$ cat src/rtl/uartb_tx_arbiter.sv
// Round-robin arbiter sharing the UARTB transmit holding register among N
// byte-stream requesters; grant is held for a whole frame, paced on thre.
module uartb_tx_arbiter #(
  parameter int N         = 4,
  parameter int LOCK_TO   = 4096,
  parameter int BLANK_CYC = 2
) (
  input  logic           clk,
  input  logic           reset,
  input  logic [N-1:0]   req_valid,
  input  logic [8*N-1:0] req_data,
  input  logic [N-1:0]   req_last,
  output logic [N-1:0]   req_ready,
  input  logic           thre,
  output logic           tx_we,
  output logic [7:0]     tx_data,
  output logic [N-1:0]   grant,
  output logic           busy,
  output logic           lock_abort
);

  localparam int PW = $clog2(N);
  localparam int SW = $clog2(LOCK_TO + 1);
  localparam int BW = (BLANK_CYC > 1) ? $clog2(BLANK_CYC) : 1;

  typedef enum logic [2:0] {
    IDLE, GRANT, WRITE, BLANK, WAITE
  } state_t;

  state_t        state;
  state_t        state_nxt;
  logic [PW-1:0] owner;
  logic [PW-1:0] owner_inc;
  logic [PW-1:0] rr_ptr;
  logic [PW-1:0] pick;
  logic [N-1:0]  pick_oh;
  logic          found;
  logic [SW-1:0] stall;
  logic [BW-1:0] blank_cnt;
  logic [7:0]    cap_data;
  logic          cap_last;
  logic          timeout;
  logic          hs;
  logic          release_grant;

  // first valid requester scanning upward from rr_ptr, wrapping mod N
  always_comb begin
    int k;
    found   = 1'b0;
    pick    = '0;
    pick_oh = '0;
    k       = 0;
    for (int i = 0; i < N; i++) begin
      k = int'(rr_ptr) + i;
      if (k >= N) k = k - N;
      if (!found && req_valid[k]) begin
        found = 1'b1;
        pick  = PW'(k);
      end
    end
    pick_oh[pick] = 1'b1;
  end

  assign owner_inc = (owner == PW'(N - 1)) ? '0 : owner + PW'(1);
  assign timeout   = (stall == SW'(LOCK_TO));
  assign hs        = |(req_valid & req_ready);
  assign release_grant =
    (state == GRANT && timeout) ||
    (state == WAITE && thre && cap_last);

  always_ff @(posedge clk or negedge reset) begin
    if (!reset) state <= IDLE;
    else        state <= state_nxt;
  end

  always_ff @(posedge clk or negedge reset) begin
    if (!reset) begin
      grant     <= '0;
      owner     <= '0;
      rr_ptr    <= '0;
      stall     <= '0;
      blank_cnt <= '0;
      cap_data  <= '0;
      cap_last  <= 1'b0;
    end else begin
      if (state == IDLE && found) begin
        grant <= pick_oh;
        owner <= pick;
      end else if (release_grant) begin
        grant  <= '0;
        rr_ptr <= owner_inc;
      end
      // saturates at LOCK_TO; only meaningful while in GRANT
      if (state != GRANT || hs) stall <= '0;
      else if (!timeout)        stall <= stall + SW'(1);
      if (hs) begin
        cap_data <= req_data[{owner, 3'b000} +: 8];
        cap_last <= req_last[owner];
      end
      blank_cnt <= (state == BLANK) ? blank_cnt + BW'(1) : '0;
    end
  end

  always_comb begin
    state_nxt = state;
    unique case (state)
      IDLE:  if (found) state_nxt = GRANT;
      GRANT: begin
        if (timeout) state_nxt = IDLE;
        else if (hs) state_nxt = WRITE;
      end
      WRITE: state_nxt = (BLANK_CYC > 0) ? BLANK : WAITE;
      BLANK: begin
        if (blank_cnt == BW'(BLANK_CYC - 1)) state_nxt = WAITE;
      end
      WAITE: begin
        if (thre) state_nxt = cap_last ? IDLE : GRANT;
      end
      default: state_nxt = IDLE;
    endcase
  end

  always_comb begin
    req_ready  = '0;
    tx_we      = 1'b0;
    tx_data    = '0;
    lock_abort = 1'b0;
    busy       = (state != IDLE);
    unique case (state)
      GRANT: begin
        if (timeout)   lock_abort = 1'b1;
        else if (thre) req_ready  = grant;
      end
      WRITE: begin
        tx_we   = 1'b1;
        tx_data = cap_data;
      end
      default: ;
    endcase
  end

endmodule

$ cat config.mk
export PLATFORM = sky130hd
export DESIGN_NAME = uartb_tx_arbiter
export DESIGN_NICKNAME = d
export VERILOG_FILES = /design/src/rtl/uartb_tx_arbiter.sv
export SDC_FILE = /design/constraint.sdc
export NUM_CORES = 1
export LEC_CHECK = 0
export CAP_MARGIN = 10
export CORE_ASPECT_RATIO = 0.8
export CORE_MARGIN = 5
export CORE_UTILIZATION = 42
export DETAILED_ROUTE_END_ITERATION = 10
export HOLD_SLACK_MARGIN = 0.06
export PLACE_DENSITY = 0.76
export SYNTH_ARGS = -nofsm -noshare
export SYNTH_HDL_FRONTEND = slang
export SYNTH_SLANG_ARGS = --single-unit
export TNS_END_PERCENT = 10
$ cat constraint.sdc
create_clock -name clk -period 1.75 [get_ports clk]
set_input_delay 0.35 -clock clk [delete_from_list [all_inputs] [get_ports clk]]
set_output_delay 0.35 -clock clk [all_outputs]
set_load 0.01 [all_outputs]
==> results of run 1 <==
==> cells in the mapped netlist, types with 3 or more instances <==
cell type	n
o32ai_1	4
and3_1	7
nand4_1	4
dfrtp_1	34
nand3_1	6
mux4_2	9
and2_1	8
buf_2	3
ha_1	3
xor2_1	7
inv_1	8
nand2_1	15
nor2_1	17
mux2_4	9
o21ai_0	4
a22oi_1	3
xnor2_1	4
==> cell type report <==
class,instances,area (µm²),share of cell area (%)
well taps,60,75.07,2.347
inverters,8,30.03,0.9390
flip-flops and latches,34,850.8,26.60
clock buffers,7,86.33,2.700
clock inverters,1,5.005,0.1565
multi-input cells,131,1214,37.95
repair buffers,104,937.1,29.30
==> cell usage in the layout (no fill, tap or decap), types with 2 or more instances in the layout <==
master,count
o32ai_1,4
nand4_1,4
nand3b_1,2
mux2i_1,2
buf_4,32
a22oi_1,3
clkbuf_8,6
xnor2_1,4
mux2_4,10
dfrtp_1,34
and2_1,6
xor2_1,7
o21ai_0,4
mux4_2,9
nand3_1,6
buf_2,10
buf_6,14
nor4b_4,2
clkdlybuf4s50_1,46
and3_1,6
nor2_1,17
o22ai_1,2
inv_2,3
inv_1,5
nand2_1,15
and2_4,2
==> what timing repair did <==
item | CTS | global route
resized for setup | 70 | 18
pin swaps | 14 | 6
buffers inserted | 4 | 1
setup endpoints to repair | 30 | 43
==> cell families after synthesis <==
kind of cell / Yosys count
and+or+nand+nor: 72
DFF: 34
muxes: 22
adders and majority gates: 3
AOI/OAI and AO/OA: 23
xor gates and xnor gates: 11
buffers and inverters: 12
==> registers in the layout (all words and copies together), names as in the netlist <==
signal / cells
stall: 13
state: 3
blank_cnt: 1
cap_data: 8
cap_last: 1
owner: 2
rr_ptr: 2
grant: 4
==> worst paths after layout <==
kind | to | cells after the start | slack (ns) | startpoint
setup / recovery | req_ready[0] | 6 | -0.24 | stall[0]
hold / removal | stall[4] | 2 | 0.47 | reset
setup reg to reg | cap_data[5] | 8 | -0.12 | stall[0]
hold reg to reg | blank_cnt | 1 | 0.50 | blank_cnt
max in group asynchronous | rr_ptr[1] | 2 | 0.96 | reset
min in group clk | blank_cnt | 1 | 0.50 | blank_cnt
==> stage by stage <==
| stage | util (%) | setup slack [ns] | hold WS, ns | cell area [µm²] | power [µW] |
|---|---|---|---|---|---|
| global route | 68.75 | -0.3482 | 0.5124 | 3198 | 4259 |
| global placement | 64.63 | -0.3301 | 0.4655 | 3007 | 3100 |
| CTS | 67.37 | -0.2541 | 0.4707 | 3134 | 3909 |
| floorplan | - | 0.05491 | 0.05441 | 2042 | 2272 |
| detailed placement | 64.63 | -0.3632 | 0.4834 | 3007 | 3146 |
| finish | 68.75 | -0.2420 | 0.4650 | 3198 | 3977 |
==> per-layer routing <==
layer	wire length [µm]	part of all wire, %	global-route usage, %
met1	2550	44	24.89
met2	2833	49	31.69
met3	257	4.5	3.405
met4	126	2.2	8.177
met5	0	0	0
==> worst max-delay path, delay by kind of cell, from the launching register on <==
kind                       cells  cell delay, ns
DFF                            1            0.40
and+or+nand+nor                2            0.46
adders and majority gates      1            0.12
buffers and inverters          2            0.22
AOI/OAI and AO/OA              1            0.16
==> where the power goes <==
part	leakage, µW	internal (µW)	total, µW	switching (µW)
combinational	0.000961	1260	2120	860
sequential	0.000444	1020	1240	217
clock	0.0000482	318	618	300
total	0.00145	2600	3980	1380
==> results_dict.tcl, run 1 <==
set metrics [dict create \
    tightest_slew_ns 0.4629 \
    cts_tree "built" \
    synth_fa_ha_area_share_pct 1.838 \
    overflow 0 \
    violations "negative setup slack" \
    synthXorXnorAreaFrac_pct 4.718 \
    critical_path.max_stage_delay_ns 0.40 \
    maxCapViolCount 0 \
    clockBufferDepth 2 \
    yosysTopAreaCell "dfrtp_1" \
    grt_pass1_vias 1923 \
    drt_iter0_drc 139 \
    viasPerCell 5.226 \
    grt_pass1_wl_um 9301 \
    gp_congestion 0.8282 \
    yosys_warnings 0 \
    areaGrowthSynthToFinish_pct 56.62 \
    synth_cell_type_count 42 \
    fillCellCount 340 \
    coreArea_um2 4652 \
    cp-start-kind "register" \
    htree_levels 2 \
    port_buffers 61 \
    syn-num-nets 223 \
    drive_above_1_share_pct 35.79 \
    fmax_ghz 0.5020 \
    synth_seq_cells 34 \
    fin_worst_skew_ns 0.01043 \
    syn_inst 177 \
    path_max_fanout 5 \
    n_antenna_cell 0 \
    dp.cells 332 \
    period_share_pct 113.8 \
    route.detailed.drc 0 \
    synth.area.mux_share_pct 18.63 \
    path_clk_slew_ns 0.07 \
    rows 22 \
    setup_viol 20 \
    fin_crit_ns 1.992 \
    cp.arrival_ns 1.64 \
    worstSetupPathType "register to output port" \
    cts-buffers-inserted 5 \
    vdd_ir_drop_max_uv 733.4 \
    wirelength_um 5768 \
    synth_simple_gate_area_share_pct 21.69 \
    vias 1803 \
    status "finished, violations left" \
    ant_nets 0 \
    dp_hpwl_um 4328 \
    synth_top_family_by_area "simple AND/OR/NAND/NOR gates" \
    synth_compound_area_share_pct 9.069 \
    cts_hold_buf 0 \
    die-area_um2 6365 \
    crit_chain "inv_2, ha_4, nor4b_4, a31oi_4, and3_1, buf_2" \
    maxSlewViolCount 0 \
    initial_core_util_pct 43.89 \
    fp.dieH_um 72.37 \
    maxSlewHeadroom_pct 69.14 \
    antenna_found_initial 0 \
    yosysSeqAreaShare_pct 41.67 \
    synth_top_flop_cell "dfrtp_1" \
    die_x_um 87.96 \
    rsz0062_at_grt "true" \
    tns_ns -2.693 \
    synth-edff-count 0 \
    final_cells 345 \
    wl_per_cell_um 16.72 \
    top_level_ports 62 \
    final_nets 330 \
    powerDensity_nw_per_um2 1243 \
    p_leak_uw 0.001453 \
    fin_ws_ns -0.2420 \
    cts_root_buffer "clkbuf_8" \
    crit_path_end_kind "output port" \
    clock-sinks 34 \
    track_usage_pct 19.23 \
    syn_area_um2 2042 \
    crit_required_ns 1.40 \
    worst_skew_pair.late_latency_ns 0.30 \
    grt_max_degree 35 \
    hp-class "primary input to asynchronous set/reset pin" \
    first_pass_iters 5 \
    synthArstFlopShare_pct 100.0 \
    synthTopCellsByArea "dfrtp_1 42%, mux4_2 9.9%, mux2_4 6.6%" \
    hold_viol_final 0 \
    avgSynthCellArea_um2 11.54 \
    slowest_stage "dfrtp_1" \
    yosysTopAreaCellShare_pct 41.67 \
]
No activity file was read; power rests on OpenSTA's default activity.
==> run 2: changes to the inputs <==
--- a/config.mk
+++ b/config.mk
@@ -9,8 +9,9 @@
 export CORE_ASPECT_RATIO = 0.8
 export CORE_MARGIN = 5
 export CORE_UTILIZATION = 42
+export CTS_CLUSTER_DIAMETER = 50
 export DETAILED_ROUTE_END_ITERATION = 10
-export HOLD_SLACK_MARGIN = 0.06
+export HOLD_SLACK_MARGIN = 0.1
 export PLACE_DENSITY = 0.76
 export SYNTH_ARGS = -nofsm -noshare
 export SYNTH_HDL_FRONTEND = slang
==> results of run 2 <==
The final DEF is identical to that of run 1; final timing and power are the same.
